[config.mk]
export PLATFORM = sky130hd
export DESIGN_NAME = calc_sequencer
export DESIGN_NICKNAME = d
export VERILOG_FILES = /design/src/rtl/calc_sequencer.sv
export SDC_FILE = /design/constraint.sdc
export NUM_CORES = 1
export LEC_CHECK = 0
export CAP_MARGIN = 20
export CORE_UTILIZATION = 57
export CTS_BUF_LIST = sky130_fd_sc_hd__clkbuf_8
export DETAILED_ROUTE_END_ITERATION = 10
export PLACE_DENSITY_LB_ADDON = 0.1
export SLEW_MARGIN = 25
export SYNTH_ARGS = -nofsm -noshare
export SYNTH_HDL_FRONTEND = slang
export SYNTH_SLANG_ARGS = --single-unit
[constraint.sdc]
create_clock -name clk -period 2.6 [get_ports clk]
set_input_delay 0.52 -clock clk [delete_from_list [all_inputs] [get_ports clk]]
set_output_delay 0.52 -clock clk [all_outputs]
set_load 0.005 [all_outputs]
[src/rtl/calc_sequencer.sv]
`default_nettype none
// ============================================================================
// Module   : calc_sequencer
// Brief    : Steps a word-wide operand/operation register through a program
//            and executes each captured word on an internal accumulator.
// Revision : 1.0 - initial release
// ============================================================================
module calc_sequencer #(
  parameter int ACC_W     = 8,
  parameter int CNT_W     = 4,
  parameter int MAX_INSTR = 15,
  parameter int TIMEOUT   = 15
) (
  input  logic             clk,
  input  logic             rst,
  input  logic             start,
  input  logic             reg_fim,
  input  logic [3:0]       reg_dados,
  input  logic [3:0]       reg_oper,
  output logic             reg_hab,
  output logic             next_word,
  output logic [ACC_W-1:0] acc,
  output logic             carry,
  output logic             busy,
  output logic             done,
  output logic             error,
  output logic [1:0]       error_code,
  output logic [CNT_W-1:0] instr_count
);

  localparam int TMR_W = (TIMEOUT > 1) ? $clog2(TIMEOUT) : 1;
  localparam logic [TMR_W-1:0] c_TMR_LAST  = TMR_W'(TIMEOUT - 1);
  localparam logic [CNT_W-1:0] c_CNT_LAST  = CNT_W'(MAX_INSTR);
  localparam logic [3:0]       c_OP_LOAD   = 4'h0;
  localparam logic [3:0]       c_OP_ADD    = 4'h1;
  localparam logic [3:0]       c_OP_SUB    = 4'h2;
  localparam logic [3:0]       c_OP_AND    = 4'h3;
  localparam logic [3:0]       c_OP_OR     = 4'h4;
  localparam logic [3:0]       c_OP_XOR    = 4'h5;
  localparam logic [3:0]       c_OP_HALT   = 4'hF;
  localparam logic [1:0]       c_ERR_NONE  = 2'b00;
  localparam logic [1:0]       c_ERR_ILLOP = 2'b01;
  localparam logic [1:0]       c_ERR_TMO   = 2'b10;

  typedef enum logic [2:0] {
    S_IDLE    = 3'd0,
    S_ENABLE  = 3'd1,
    S_EXEC    = 3'd2,
    S_RELEASE = 3'd3,
    S_DONE    = 3'd4,
    S_ERROR   = 3'd5
  } state_t;

  state_t           r_state;
  logic             r_hab;
  logic             r_next;
  logic [ACC_W-1:0] r_acc;
  logic             r_carry;
  logic [1:0]       r_err_code;
  logic [CNT_W-1:0] r_cnt;
  logic [TMR_W-1:0] r_timer;
  logic [3:0]       r_oper;
  logic [3:0]       r_dados;

  logic [ACC_W-1:0] w_data;
  logic [ACC_W:0]   w_sum;
  logic [CNT_W-1:0] w_cnt_nxt;
  logic             w_exec_alu;
  logic             w_in_alu;

  assign w_data     = ACC_W'(r_dados);
  assign w_sum      = {1'b0, r_acc} + {1'b0, w_data};
  assign w_cnt_nxt  = r_cnt + CNT_W'(1);
  assign w_exec_alu = (r_oper <= c_OP_XOR);
  // Decoded on the incoming word so next_word lines up with the EXEC cycle.
  assign w_in_alu   = (reg_oper <= c_OP_XOR);

  always_ff @(posedge clk or posedge rst) begin
    if (rst) begin
      r_state    <= S_IDLE;
      r_hab      <= 1'b0;
      r_next     <= 1'b0;
      r_acc      <= '0;
      r_carry    <= 1'b0;
      r_err_code <= c_ERR_NONE;
      r_cnt      <= '0;
      r_timer    <= '0;
      r_oper     <= 4'h0;
      r_dados    <= 4'h0;
    end else begin
      r_next <= 1'b0;
      case (r_state)
        S_IDLE, S_DONE, S_ERROR: begin
          r_hab <= 1'b0;
          if (start) begin
            r_state    <= S_ENABLE;
            r_hab      <= 1'b1;
            r_acc      <= '0;
            r_carry    <= 1'b0;
            r_cnt      <= '0;
            r_timer    <= '0;
            r_err_code <= c_ERR_NONE;
          end
        end
        S_ENABLE: begin
          if (reg_fim) begin
            r_oper  <= reg_oper;
            r_dados <= reg_dados;
            r_timer <= '0;
            r_hab   <= 1'b0;
            r_next  <= w_in_alu;
            r_state <= S_EXEC;
          end else if (r_timer == c_TMR_LAST) begin
            r_timer    <= '0;
            r_hab      <= 1'b0;
            r_err_code <= c_ERR_TMO;
            r_state    <= S_ERROR;
          end else begin
            r_timer <= r_timer + TMR_W'(1);
          end
        end
        S_EXEC: begin
          r_hab <= 1'b0;
          if (w_exec_alu) begin
            r_cnt   <= w_cnt_nxt;
            r_state <= (w_cnt_nxt == c_CNT_LAST) ? S_DONE : S_RELEASE;
            case (r_oper)
              c_OP_LOAD: begin r_acc <= w_data;          r_carry <= 1'b0; end
              c_OP_ADD:  begin {r_carry, r_acc} <= w_sum; end
              c_OP_SUB:  begin r_acc <= r_acc - w_data;  r_carry <= (r_acc < w_data); end
              c_OP_AND:  begin r_acc <= r_acc & w_data;  r_carry <= 1'b0; end
              c_OP_OR:   begin r_acc <= r_acc | w_data;  r_carry <= 1'b0; end
              default:   begin r_acc <= r_acc ^ w_data;  r_carry <= 1'b0; end
            endcase
          end else if (r_oper == c_OP_HALT) begin
            r_cnt   <= w_cnt_nxt;
            r_state <= S_DONE;
          end else begin
            r_err_code <= c_ERR_ILLOP;
            r_state    <= S_ERROR;
          end
        end
        S_RELEASE: begin
          // The operand register drops its flag a cycle after hab falls.
          if (!reg_fim) begin
            r_hab   <= 1'b1;
            r_state <= S_ENABLE;
          end
        end
        default: begin
          r_hab   <= 1'b0;
          r_state <= S_IDLE;
        end
      endcase
    end
  end

  assign reg_hab     = r_hab;
  assign next_word   = r_next;
  assign acc         = r_acc;
  assign carry       = r_carry;
  assign error_code  = r_err_code;
  assign instr_count = r_cnt;
  assign busy        = (r_state == S_ENABLE) || (r_state == S_EXEC) || (r_state == S_RELEASE);
  assign done        = (r_state == S_DONE);
  assign error       = (r_state == S_ERROR);

endmodule
`default_nettype wire

; After elaboration in Yosys (flattened, before gate mapping)
; Cells that the tools add are included.
[totals]
ff_bits = 32
inputBits = 12
output_inout_bits = 20
word_cells = 92
[op_classes]
addsub = 4
n_lt_le_gt_ge = 3
n_eq_ne = 21
n_mux = 36
bitwise = 3
reduce_logical = 15
[ops]
columns = cell, count
row1 = $pmux W8 S5, 1
row2 = $mux W4, 5
row3 = $mux W3, 6
row4 = $mux W8, 2
row5 = $pmux W4 S2, 2
row6 = $pmux W8 S2, 1
row7 = $ne A2 B2 Y1 const B, 7
row8 = $eq A4 B4 Y1 const B, 3
row9 = $pmux W3 S4, 1
row10 = $mux W2, 5
row11 = $add A8 B4 Y9, 1
row12 = $mux W1, 9
row13 = $reduce_and A3 Y1, 3
row14 = $add A4 B1 Y4 const B, 2
row15 = $and A8 B4 Y8, 1
row16 = $eq A4 B2 Y1 const B, 2
row17 = $le A4 B3 Y1 const B, 2
row18 = $lt A8 B4 Y1, 1
row19 = $or A8 B4 Y8, 1
row20 = $sub A8 B4 Y8, 1
row21 = $xor A8 B4 Y8, 1
row22 = $eq A3 B2 Y1 const B, 2
row23 = $eq A3 B3 Y1 const B, 2
row24 = $ne A3 B3 Y1 const B, 2
row25 = other kinds (14), 19

; Logic depth before layout (Yosys ltp)
[depth]
ltp_word = 5
mapped_depth = 9

; Least setup slack after synthesis
; No wires, ideal clock.
[synth_path]
kind = reg-to-reg
from = register r_acc[0], in the netlist acc[0]
to = register r_carry, in the netlist carry
arrival_time_ns = 1.938
slack_ns = 0.541
path_stages_with_launch = 8
path_buffers = 0
cell_sequence = dfrtp_1 ha_1 fa_1 a21o_1 a21oi_1 nor4_1 a31o_1 a22o_1
[synth_between]
elab_chain_len = 4
elab_cells_between_ends = 5
cone_classes = add/sub (1) / order compare (1) / mux (3)
[synth_lines]
columns = item, line_no
row1 = from (decl), 57  ; logic [ACC_W-1:0] r_acc;
row2 = from (signal assigned), 129  ; c_OP_ADD: begin {r_carry, r_acc} <= w_sum; end
row3 = from (signal assigned), 130  ; c_OP_SUB: begin r_acc <= r_acc - w_data; r_carry <= (r_acc < w_data); end
row4 = $add A8 B4 Y9 / $lt A8 B4 Y1 (equally long branches), "72, 130"
row5 = $pmux W1 S2 (*), 127  ; case (r_oper)
row6 = $mux W1 (*), 124  ; if (w_exec_alu) begin
row7 = $pmux W1 S2 (*), 92  ; case (r_state)
row8 = to (signal assigned), 129
row9 = to (signal assigned), 130
row10 = to (decl), 58  ; logic r_carry;
; Every way passes the cells marked *; elsewhere a longest branch is shown, timed or not. The select of a mux whose other input is x is not followed.
; A chain may end at the register's enable or synchronous reset.

; Worst setup path after layout
[layout_path]
from = register r_dados[0]
to = register r_carry, in the netlist carry
[layout_between]
elab_chain_len = 4
elab_cells_between_ends = 5
cone_classes = add/sub (1) / order compare (1) / mux (3)
[layout_lines]
columns = item, line_no
row1 = from (decl), 63  ; logic [3:0] r_dados;
row2 = from (signal assigned), 108  ; r_dados <= reg_dados;
row3 = $add A8 B4 Y9 / $lt A8 B4 Y1 (equally long branches), "72, 130"
row4 = $pmux W1 S2 (*), 127
row5 = $mux W1 (*), 124
row6 = $pmux W1 S2 (*), 92
; Marks and branches as above.

==> metrics <==
Post-Syn Area=roughly 2300 µm²; commonest non-fill, non-tap cell in the layout=dfrtp_1; Synth area leader=dfrtp_1; Hold Vio Cnt, Final=0; first-pass GRT wire length=9090 µm; Worst Tran Pin Value=0.657 ns; CTS tree=yes; Hold Path Depth=1; Routed Antenna Nets=0; total chip power=3230 µW; post-CTS setup buffers=0; ANT cells=0; FP Rows=22; R2R Path End=carry; RR Startpoint=r_dados[0]; GRT Overall Usage=between 20% and 30%; r2r setup slk=approximately 0.37 ns; DRC viols=0; Static Leak=0.00123 µW; Nets=333; maximum vdd drop=0.000661 V; total grt overflow=0; leading cell types in the layout, fill and taps excluded=dfrtp_1, clkdlybuf4s50_1, nor2_1; Vias/cell=just under 6; HP Start=r_timer[3]; Final Max Slew Viols=0; Worst path max stage delay=0.43 ns; setup TNS=0 ns; largest cells by area after synthesis=dfrtp_1, ha_1, a21oi_1; CP endpoint kind=flip-flop; width of the die=between 60 and 70 µm; initial antenna violation count=0; yosys warns=0; post-cts repair resize count=0; drt wl/cell=~15 µm; ys flop type=dfrtp_1; clock latency on the worst-skew pair=approximately 0.29 ns; total die area=approximately 4300 µm²; # port buffers=31; io pins=32; syn_area_per_cell=8.53 µm²; Post-CTS Hold Buffers=0; Reg clk slew, reported paths=around 0.07 ns; pwr dens=approximately 1200 nW/µm²; Max Cap Viol=0; Cell Chain, Critical Path=ha_1 -> fa_1 -> a21o_1 -> a21oi_1 -> nor4_1 -> a31o_1 -> a22o_1; Clock Path Buffers=2; Worst R2R Path Depth=7; Mapped Cells=between 200 and 300; Detailed Place HPWL=3810 µm; status=completed; fin util=~74%; die height=approximately 65 µm; DR pass1 iterations=4; cell area after layout=2790 µm²; WS Path Type=flip-flop to flip-flop; Setup-failing EPs final=0; Req. time, crit path=around 2.8 ns; relative slew slack=56.1%; initial drt markers=210; H-tree lvl count=2; Critical Path Fanout Max=5; Synth top area share=35.0%; Starting Density=61.1%; clk root buf=clkbuf_8; fmax=between 400 and 500 MHz; gpl congestion=roughly 0.90; Yosys cell types=between 50 and 60; nature of the critical path startpoint=flip-flop; share of cells above drive strength 1=6.93%; largest net degree at the start of global routing=33; Slowest-stage cell, CP=dfrtp_1; RSZ-0062 raised after global routing=false; Core Region=roughly 3700 µm²; FILL cells=between 300 and 400; final worst-path cycle share=between 80% and 90%; Worst Hold End=r_timer[3]; Post-synth EDFFs=0; Tmin final=about 2.2 ns; Vias=approximately 2,100; HP Class=flip-flop to flip-flop; Seq/Total Area, Yosys=approximately a third; placed cell area=2680 µm²; P&R area growth vs syn=21.9%; cts bufs inserted=5; clk sinks=32; synthesized net count=approximately 300; Worst Clk Skew=0.00265 ns; Total Routed Length=around 5200 µm; vias in the first global route=slightly below 2,000; FF+latch count, synth=32; CP Data Arrival Time=~2.4 ns; Synth async-reset ratio=between 90% and 100%
## report_power, final
group	total, µW	internal [µW]	switching, µW
Sequential	948	682	266
Combinational	1810	852	963
Clock	464	280	184
## cell type report
cell class                      instances  area, µm²  share of cell area, %
Sequential cell                        32        801                   28.7
Multi-Input combinational cell        205       1370                   49.3
Timing Repair Buffer                   40        378                   13.6
Inverter                               18       67.6                   2.42
Tap cell                               48       60.1                   2.15
Clock buffer                            5       68.8                   2.47
Clock inverter                          3       38.8                   1.39
## logic make-up (layout without fill, tap and decap cells)
family                     count (synthesis)  in the layout  synth area share (%)
AOI/OAI and AO/OA                         88             88                  24.6
buffers and inverters                     31             66                  5.14
and+or+nand+nor                           89             89                  20.3
DFF                                       32             32                  35.0
adders and majority gates                 19             19                  11.1
muxes                                      5              5                  2.35
xor gates and xnor gates                   4              4                  1.53
## stage by stage
stage / cells / hold slack (ns) / setup WS (ns)
after floorplan: 268 / 0.443 / 0.541
after global placement: 343 / 0.468 / 0.440
after detailed placement: 343 / 0.465 / 0.402
after CTS: 351 / 0.483 / 0.379
after global routing: 351 / 0.507 / 0.209
final: 351 / 0.478 / 0.367
## metal layers
layer	track usage, %	share of wire (%)	vias up	wire length (µm)
li1	-	-	1039	-
met1	39.6	48	945	2500
met2	42.1	45	63	2360
met3	6.08	5.6	12	291
met4	8.70	1.5	0	80
met5	0	0	-	0
## cells in the mapped netlist, types with 2 or more instances
library cell  instances
a211oi_1              2
a21o_1                5
a21oi_1              20
a221oi_1              3
a22o_1                5
a22oi_1               2
a311oi_1              2
a31oi_1               3
and2_1                2
and3b_1               2
clkbuf_1             12
dfrtp_1              32
fa_1                  2
ha_1                 17
inv_1                17
mux2_1                3
mux2i_1               2
nand2_1              21
nand2b_1              7
nand3_1               5
nor2_1               25
nor2b_1               3
nor3_1                4
nor3b_1               3
nor4_1                3
o211ai_1              3
o21ai_0              11
o21ai_1              17
o21bai_1              2
o22ai_1               3
o32a_1                2
or2_0                 2
xnor2_1               3
## state kept, by name, summed over array words and instances, names as in the netlist
signal,cells
r_dados,4
r_timer,4
reg_hab,1
instr_count,4
r_oper,4
r_state,3
next_word,1
acc,8
error_code,2
carry,1
## how the worst max path moves through the flow
stage | cells after the start | slack, ns | from | end
3_5_place_dp | 7 | 0.40 | r_dados[0] | carry
3_3_place_gp | 7 | 0.44 | r_dados[0] | carry
4_1_cts | 7 | 0.38 | r_dados[0] | carry
6_report | 7 | 0.37 | r_dados[0] | carry
5_1_grt | 7 | 0.21 | r_dados[0] | carry
2_1_floorplan | 7 | 0.54 | acc[0] | carry
## critical path, delay by kind of cell, from the launching register on
kind / cells / cell delay [ns]
AOI/OAI and AO/OA: 4 / 0.88
and+or+nand+nor: 1 / 0.11
adders and majority gates: 2 / 0.69
DFF: 1 / 0.43
(Power assumes the default switching activity.)
